[src/rtl/mon_pkg.sv]
// mon_pkg: shared state encoding, default widths and saturating increment for the mismatch monitor.
package mon_pkg;

    typedef enum logic [1:0] {
        IDLE   = 2'd0,
        RUN    = 2'd1,
        REPORT = 2'd2
    } state_e;

    localparam int DEF_WIDTH = 1;
    localparam int DEF_CNT_W = 16;
    localparam int DEF_TS_W  = 16;

    // Counters up to 32 bits wide; the value sticks at 2^w-1.
    function automatic logic [31:0] sat_inc(input logic [31:0] v, input int w);
        logic [31:0] max;
        max = (w >= 32) ? '1 : (32'd1 << w) - 32'd1;
        return (v >= max) ? v : v + 32'd1;
    endfunction

endpackage

[src/rtl/sat_counter.sv]
// sat_counter: up-counter with synchronous clear that sticks at its all-ones value.
module sat_counter
    import mon_pkg::*;
#(
    parameter int W = 16
) (
    input  logic         clk,
    input  logic         rst,
    input  logic         clr,
    input  logic         inc,
    output logic [W-1:0] count
);

    logic [W-1:0] count_q, count_d;

    always_comb count_d = clr ? '0 : inc ? W'(sat_inc(32'(count_q), W)) : count_q;

    always_ff @(posedge clk or posedge rst) begin
        if (rst) count_q <= '0;
        else     count_q <= count_d;
    end

    assign count = count_q;

endmodule

[src/rtl/vector_mismatch_monitor.sv]
// vector_mismatch_monitor: counts ref/dut sample beats and mismatches per run and hands off a pass/fail report.
// MISMATCH_CAPTURE_EN adds first_err_ref/first_err_dut capture and a sticky err_mask of differing bits.
module vector_mismatch_monitor
    import mon_pkg::*;
#(
    parameter int WIDTH = DEF_WIDTH,
    parameter int CNT_W = DEF_CNT_W,
    parameter int TS_W  = DEF_TS_W
) (
    input  logic             clk,
    input  logic             reset,
    input  logic             start,
    input  logic             stop,
    input  logic             sample_valid,
    input  logic [WIDTH-1:0] ref_vec,
    input  logic [WIDTH-1:0] dut_vec,
    output logic             busy,
    output logic [CNT_W-1:0] samples,
    output logic [CNT_W-1:0] errors,
    output logic [TS_W-1:0]  first_err_cycle,
    output logic             first_err_valid,
`ifdef MISMATCH_CAPTURE_EN
    output logic [WIDTH-1:0] first_err_ref,
    output logic [WIDTH-1:0] first_err_dut,
    output logic [WIDTH-1:0] err_mask,
`endif
    output logic             report_valid,
    input  logic             report_ready,
    output logic             pass
);

    state_e          state_q, state_d;
    logic            clr_run, beat, miss, capture;
    logic [TS_W-1:0] cycle;
    logic [TS_W-1:0] fec_q, fec_d;
    logic            fev_q, fev_d;

    assign clr_run = (state_q == IDLE) && start;
    assign beat    = (state_q == RUN) && sample_valid;
    assign miss    = beat && (ref_vec != dut_vec);
    assign capture = miss && !fev_q;

    always_comb begin
        state_d      = state_q;
        busy         = state_q == RUN;
        report_valid = state_q == REPORT;
        pass         = (state_q == REPORT) && (errors == '0);
        case (state_q)
            IDLE:    state_d = start ? RUN : IDLE;
            RUN:     state_d = stop ? REPORT : RUN;
            REPORT:  state_d = report_ready ? IDLE : REPORT;
            default: state_d = IDLE;
        endcase
    end

    always_ff @(posedge clk or posedge reset) begin
        if (reset) state_q <= IDLE;
        else       state_q <= state_d;
    end

    sat_counter #(.W(CNT_W)) u_samples (
        .clk(clk), .rst(reset), .clr(clr_run), .inc(beat), .count(samples)
    );

    sat_counter #(.W(CNT_W)) u_errors (
        .clk(clk), .rst(reset), .clr(clr_run), .inc(miss), .count(errors)
    );

    // Run-cycle index: zero on the first RUN cycle, frozen outside RUN.
    sat_counter #(.W(TS_W)) u_cycle (
        .clk(clk), .rst(reset), .clr(clr_run), .inc(state_q == RUN), .count(cycle)
    );

    always_comb begin
        fev_d = clr_run ? 1'b0 : (fev_q | capture);
        fec_d = clr_run ? '0 : capture ? cycle : fec_q;
    end

    always_ff @(posedge clk or posedge reset) begin
        if (reset) begin
            fev_q <= 1'b0;
            fec_q <= '0;
        end else begin
            fev_q <= fev_d;
            fec_q <= fec_d;
        end
    end

    assign first_err_valid = fev_q;
    assign first_err_cycle = fec_q;

`ifdef MISMATCH_CAPTURE_EN
    logic [WIDTH-1:0] fref_q, fref_d, fdut_q, fdut_d, mask_q, mask_d;

    always_comb begin
        fref_d = clr_run ? '0 : capture ? ref_vec : fref_q;
        fdut_d = clr_run ? '0 : capture ? dut_vec : fdut_q;
        mask_d = clr_run ? '0 : beat ? (mask_q | (ref_vec ^ dut_vec)) : mask_q;
    end

    always_ff @(posedge clk or posedge reset) begin
        if (reset) begin
            fref_q <= '0;
            fdut_q <= '0;
            mask_q <= '0;
        end else begin
            fref_q <= fref_d;
            fdut_q <= fdut_d;
            mask_q <= mask_d;
        end
    end

    assign first_err_ref = fref_q;
    assign first_err_dut = fdut_q;
    assign err_mask      = mask_q;
`endif

endmodule

[config.mk]
export PLATFORM = sky130hd
export DESIGN_NAME = vector_mismatch_monitor
export DESIGN_NICKNAME = d
export VERILOG_FILES = /design/src/rtl/mon_pkg.sv /design/src/rtl/sat_counter.sv /design/src/rtl/vector_mismatch_monitor.sv
export SDC_FILE = /design/constraint.sdc
export NUM_CORES = 1
export LEC_CHECK = 0
export CORE_UTILIZATION = 55
export CTS_BUF_LIST = sky130_fd_sc_hd__clkbuf_4 sky130_fd_sc_hd__clkbuf_8
export CTS_CLUSTER_DIAMETER = 100
export DETAILED_ROUTE_END_ITERATION = 8
export GPL_TIMING_DRIVEN = 0
export MAX_ROUTING_LAYER = met4
export PLACE_DENSITY_LB_ADDON = 0.12
export SKIP_CTS_REPAIR_TIMING = 1
export SLEW_MARGIN = 30
export SYNTH_ARGS = -nofsm -noshare
export SYNTH_HDL_FRONTEND = slang
export SYNTH_SLANG_ARGS = --single-unit
[constraint.sdc]
create_clock -name clk -period 2.6 [get_ports clk]
set_input_delay 0.52 -clock clk [delete_from_list [all_inputs] [get_ports clk]]
set_output_delay 0.52 -clock clk [all_outputs]
set_load 0.03 [all_outputs]
==> flow_metrics.py, run 1 <==
metrics = {
    "status": {
        "status": "complete, no violations",
    },
    "yosys": {
        "synthFlopType": "dfrtp_1",
        "syn-cell-area_um2": 3470,
        "synth_cell_types": 52,
        "synth_edf_count": 0,
        "synth_area_per_cell_um2": 9.22,
        "synthesis.nets": 389,
        "yosysSeqAreaShare": 0.483,
        "ys_warn_count": 0,
        "postSynth.asyncResetShare": 1.00,
        "netlist_instances": 377,
        "synth_seq_cells": 67,
    },
    "detailed_routing": {
        "firstDrtPassIters": 4,
        "vias": 3144,
        "drc": 0,
        "drt-total-wl_um": 8360,
        "viasPerCell": 5.95,
        "routedWlPerCell_um": 15.8,
        "drtIter0Drc": 165,
        "drtAntennaViolNets": 0,
    },
    "global_route": {
        "grt_pass1_wl_um": 13600,
        "grt_util_all_layers": 0.281,
        "grt_max_degree": 40,
        "grt_overflow_total": 0,
        "grt_pass1_vias": 2808,
        "antenna_found_initial": 0,
    },
    "critical_path": {
        "crit_chain": "inv_1, ha_1, nor4b_1, nand4_1, nor4_1, dlymetal6s2s_1",
        "timing.rr.end": "u_cycle.count[8]",
        "crit_path_top_delay_cell": "dfrtp_1",
        "path_class": "flop to output pin",
        "cp-start-kind": "flop",
        "worst-path-buf-inv": 2,
        "rr_worst_depth": 8,
        "cp_max_fo": 6,
        "r2r_setup_slack_ns": 0.37,
        "max_stage_delay_ns": 0.44,
        "worst_ep_arrival_time_ns": 1.91,
        "r2r-start": "u_cycle.count[0]",
        "crit_cells": 6,
        "cp-end-kind": "output pin",
        "crit_family": "simple AND/OR/NAND/NOR gates",
        "crit_required_ns": 2.08,
    },
    "placement": {
        "gp_congestion": 0.873,
        "placed_cell_area_um2": 4180,
        "hpwl_um": 5720,
        "numPortBuffers": 59,
    },
    "cells_and_area": {
        "diodes": 0,
        "mostFrequentLayoutCells": "nand2_1, dfrtp_1, clkdlybuf4s50_1",
        "stdcell_area_um2": 4390,
        "drive_above_1_share": 0.0795,
        "syn_to_final_growth_pct": 26.5,
        "fin_nets": 460,
        "utilization": 0.734,
        "layout_commonest_cell": "nand2_1",
    },
    "timing": {
        "finalMaxSlewViolations": 0,
        "layout_min_cycle_time_ns": 2.43,
        "setup_violations": 0,
        "max-slew-margin-rel": 0.561,
        "rsz0062_at_grt": "no",
        "worst_pin_slew_ns": 0.658,
        "skew_ns": 0.00971,
        "period_share": 0.935,
        "fmax_mhz": 411,
        "hold_viol_final": 0,
    },
    "clocking": {
        "clock-sinks": 67,
        "clkLatencyLatePin_ns": 0.34,
        "cts_tree": "yes",
        "cts-root-buf": "clkbuf_8",
        "clk_path_buf_depth": 2,
        "cts_inserted_buffers": 9,
        "cts.clk_slew.worst_paths_ns": 0.08,
        "htree_levels": 3,
    },
    "power_and_ir_drop": {
        "ir_drop_uv": 439,
        "p_leak_nw": 1.94,
        "p_per_area_nw_per_um2": 693,
        "total_power_mw": 3.04,
    },
    "floorplan": {
        "start_util": 0.580,
        "core_um2": 5990,
        "pin_count": 60,
        "die_width_um": 81.5,
        "dieArea_um2": 6640,
        "chipHeight_um": 81.5,
        "fp-row-count": 28,
    },
    "hold_path": {
        "holdCritPathClass": "input port to async pin",
    },
    "flow_run": {
        "cap_violations": 0,
    },
}
-- cell usage after synthesis (all sizes together), types with 2 or more instances --
library cell	instances	area share
buf	8	0.016
xor2	3	0.0076
nand3	41	0.059
dfrtp	67	0.48
nand4	16	0.031
or2	2	0.0036
o21ai	27	0.039
or3	7	0.013
and2	2	0.0036
a21oi	4	0.0068
o31ai	4	0.0086
a211o	2	0.0050
clkbuf	11	0.012
ha	4	0.014
mux2	2	0.0065
nor4b	2	0.0050
nor3	8	0.012
nor4	5	0.013
nand2	69	0.075
inv	8	0.0086
and3	8	0.014
xnor2	10	0.025
nor2	21	0.023
o211ai	5	0.011
mux2i	13	0.037
and4	5	0.014
or4	4	0.0086
a21o	4	0.0086
nor3b	2	0.0043
-- stage by stage --
| stage | instances | TNS, ns | setup slack (ns) | hold WS (ns) |
|---|---|---|---|---|
| detailed placement | 512 | 0 | 0.123 | 0.504 |
| CTS | 528 | -0.245 | -0.245 | 0.519 |
| finish | 528 | 0 | 0.169 | 0.515 |
| global route | 528 | 0 | 0.0297 | 0.553 |
| global placement | 511 | -49.02 | -0.734 | 0.494 |
| floorplan | 377 | 0 | 0.0975 | 0.467 |
-- worst max path at each step --
stage / startpoint / to / slack (ns)
after floorplan: u_errors.count[0] / pass / 0.1
after global placement: reset / u_errors.count[9] / -0.73
after detailed placement: u_errors.count[0] / pass / 0.12
after CTS: u_errors.count[0] / pass / -0.24
after global routing: u_errors.count[0] / pass / 0.03
final: u_errors.count[0] / pass / 0.17
-- cells by family (layout without fill, tap and decap cells) --
family	count (synthesis)	in the layout	share of synthesized area
flip-flops	67	67	0.483
multiplexers	15	15	0.0439
buffers and inverters	27	103	0.0367
XOR/XNOR	13	13	0.0328
adder cells (fa/ha/maj)	4	4	0.0144
AND/OR/NAND/NOR	197	197	0.291
AO/OA/AOI/OAI	54	54	0.0990
-- worst register-to-register path, delay by kind of cell, from the launching register on --
family          cells  cell delay, ns
fa+ha+maj           1            0.24
buf+inv             2            0.39
flops               1            0.44
simple gates        3            0.55
compound gates      1            0.36
mux                 1            0.14
-- cell type report --
cell class | count | area, um^2
flip-flops and latches | 67 | 1680
repair buffers | 60 | 613
fillers | 443 | 1600
well taps | 75 | 93.8
inverters | 8 | 32.5
plain buffers | 19 | 97.6
clock buffers | 11 | 151
clock inverters | 5 | 58.8
multi-input cells | 283 | 1670
-- flip-flops by register name, summed over array words and instances (netlist names) --
name / flops
state_q: 2
u_errors.count: 16
first_err_valid: 1
first_err_cycle: 16
u_cycle.count: 16
u_samples.count: 16
-- routing by layer --
layer / track usage / up-vias / wire, um
met5: - / - / 0
met4: 0.104 / 0 / 151
met3: 0.0478 / 14 / 441
met2: 0.428 / 108 / 3890
met1: 0.378 / 1529 / 3880
li1: - / 1493 / -
-- power breakdown --
| group | internal [mW] | switching, mW |
|---|---|---|
| clock network | 0.497 | 0.423 |
| logic | 0.290 | 0.612 |
| registers | 1.13 | 0.0946 |
| total | 1.92 | 1.13 |
Power figures use the tool's default switching activity.
==> run 2: changes to the inputs <==
ABC_AREA = 1   (was default)
CORE_UTILIZATION = 56   (was 55)
SETUP_SLACK_MARGIN = 0.5   (was default)
==> flow_metrics.py, run 2 <==
metrics = {
    "floorplan": {
        "chipHeight_um": 84.7,
        "core_um2": 6460,
        "pin_count": 60,
        "die_width_um": 84.7,
        "dieArea_um2": 7180,
        "start_util": 0.593,
        "fp-row-count": 29,
    },
    "critical_path": {
        "cp-end-kind": "output pin",
        "cp-start-kind": "flop",
        "crit_required_ns": 2.08,
        "path_class": "flop to output pin",
        "worst_ep_arrival_time_ns": 1.63,
        "cp_max_fo": 5,
    },
    "power_and_ir_drop": {
        "ir_drop_uv": 319,
        "intPower_mw": 1.96,
        "p_per_area_nw_per_um2": 650,
        "power_switching_mw": 1.16,
        "seq_power_share": 0.395,
        "combPwrFrac": 0.322,
        "sw_frac_of_total": 0.373,
        "p_leak_nw": 2.45,
        "pwr-share-clk": 0.283,
    },
    "cells_and_area": {
        "fin_nets": 613,
        "syn_to_final_growth_pct": 25.3,
        "diodes": 0,
        "mostFrequentLayoutCells": "nand2_1, dfrtp_1, inv_1",
        "layout_commonest_cell": "nand2_1",
        "drive_above_1_share": 0.0908,
        "utilization": 0.743,
        "stdcell_count": 683,
        "n_fill_cell": 528,
    },
    "yosys": {
        "ys_top_cells_by_area": "dfrtp_1, nand2_1, inv_1, nor2_1, nand3_1",
        "synth_cell_types": 29,
        "synth_edf_count": 0,
        "synth_seq_cells": 67,
        "synth_top_area_cell": "dfrtp_1",
        "synthFlopType": "dfrtp_1",
        "postSynth.asyncResetShare": 1.00,
        "synth_area_per_cell_um2": 7.24,
        "netlist_instances": 529,
        "ys_warn_count": 0,
        "synthesis.nets": 541,
        "synth_top_area_frac": 0.438,
        "synth_common_cells": "nand2_1, dfrtp_1, inv_1",
        "yosysMostFrequentCell": "nand2_1",
        "syn-cell-area_um2": 3830,
        "yosysSeqAreaShare": 0.438,
    },
    "detailed_routing": {
        "drt-total-wl_um": 8720,
        "firstDrtPassIters": 9,
        "viasPerCell": 5.22,
        "drtAntennaViolNets": 0,
        "routedWlPerCell_um": 12.8,
        "drc": 3,
        "vias": 3562,
        "drtIter0Drc": 139,
    },
    "clocking": {
        "cts.clk_slew.worst_paths_ns": 0.08,
        "cts-root-buf": "clkbuf_8",
        "cts_inserted_buffers": 9,
        "cts_tree": "yes",
        "htree_levels": 3,
        "clkLatencyLatePin_ns": 0.34,
        "clk_path_buf_depth": 2,
        "clock-sinks": 67,
    },
    "global_route": {
        "grt_max_degree": 27,
        "antenna_found_initial": 0,
        "grt_pass1_wl_um": 15000,
        "grt_overflow_total": 0,
        "grt_util_all_layers": 0.275,
        "grt_pass1_vias": 3325,
    },
    "timing": {
        "skew_ns": 0.0114,
        "layout_min_cycle_time_ns": 2.15,
        "fin_setup_tns_ns": 0,
        "finalMaxSlewViolations": 0,
        "hold_viol_final": 0,
        "fmax_mhz": 466,
        "setup_violations": 0,
        "max-slew-margin-rel": 0.654,
        "worst_pin_slew_ns": 0.518,
        "rsz0062_at_grt": "yes",
        "period_share": 0.826,
    },
    "placement": {
        "hpwl_um": 6240,
        "gp_congestion": 0.915,
        "numPortBuffers": 59,
        "dp.cells": 667,
    },
    "hold_path": {
        "holdCritPathClass": "flop to flop",
    },
    "flow_run": {
        "cap_violations": 0,
    },
    "status": {
        "status": "complete, but fails checks",
        "violations": "DRC",
    },
}
run 2: cell types whose count changed after synthesis, sizes merged, moves of 6 or more:
cell	previous run	this run
or3	7	0
xor2	3	15
inv	8	65
nand3	41	35
mux2i	13	0
nor3	8	2
xnor2	10	4
and3	8	0
nor2	21	57
o21ai	27	37
clkbuf	11	0
nand2	69	207
run 2: final cells by class:
class	instances	area (um^2)	area share
Clock buffer	10	138	0.0287
Timing Repair Buffer	61	661	0.138
Clock inverter	6	63.8	0.0133
Sequential cell	67	1680	0.349
Buffer	9	72.6	0.0151
Inverter	66	251	0.0524
Tap cell	77	96.3	0.0201
Multi-Input combinational cell	387	1840	0.383
run 2: path summary, 6_finish.rpt:
kind | start | to | slack (ns) | depth (start not counted)
min reg2reg | state_q[0] | state_q[1] | 0.53 | 1
max reg2reg | u_samples.count[0] | u_samples.count[3] | 0.85 | 9
max in group asynchronous | reset | u_errors.count[10] | 1.54 | 3
max | u_errors.count[0] | pass | 0.45 | 5
min in group asynchronous | reset | u_samples.count[5] | 0.56 | 2
min | state_q[0] | state_q[1] | 0.53 | 1
run 2: per-stage QoR:
| step | hold WS [ns] | total power, mW | setup WS [ns] | instance area, um^2 |
|---|---|---|---|---|
| final | 0.527 | 3.12 | 0.452 | 4800 |
| after global routing | 0.546 | 3.29 | 0.349 | 4800 |
| after global placement | 0.510 | 2.23 | 0.433 | 4530 |
| after CTS | 0.529 | 3.15 | 0.0420 | 4780 |
| after detailed placement | 0.524 | 2.26 | 0.410 | 4580 |
| after floorplan | 0.488 | 1.92 | 0.475 | 3840 |
run 2: power by group through the flow:
stage          Sequential (mW)  Clock, mW  Combinational [mW]
2_1_floorplan             1.34          0               0.579
3_3_place_gp              1.25          0               0.980
3_5_place_dp              1.25          0                1.01
4_1_cts                   1.23      0.898                1.02
5_1_grt                   1.25      0.941                1.10
6_report                  1.23      0.883                1.00
run 2: critical path: stages (launching register included):
cell,delay (ns)
dfrtp_1,0.43
inv_1,0.11
ha_1,0.15
nand4_1,0.11
nor4_2,0.17
dlymetal6s2s_1,0.32
run 2: cells by family after synthesis:
| family | count (synthesis) | synth area share |
|---|---|---|
| simple gates | 319 | 0.358 |
| buf+inv | 75 | 0.0836 |
| compound gates | 45 | 0.0647 |
| xor+xnor | 19 | 0.0434 |
| fa+ha+maj | 4 | 0.0131 |
| flops | 67 | 0.438 |
run 2: routing by layer:
layer,part of all wire,vias to the layer above,GRT usage,wire (um)
li1,-,1800,-,-
met1,0.46,1675,0.345,3980
met2,0.48,81,0.449,4180
met3,0.054,6,0.0570,468
met4,0.0099,0,0.0832,86
met5,0,-,-,0
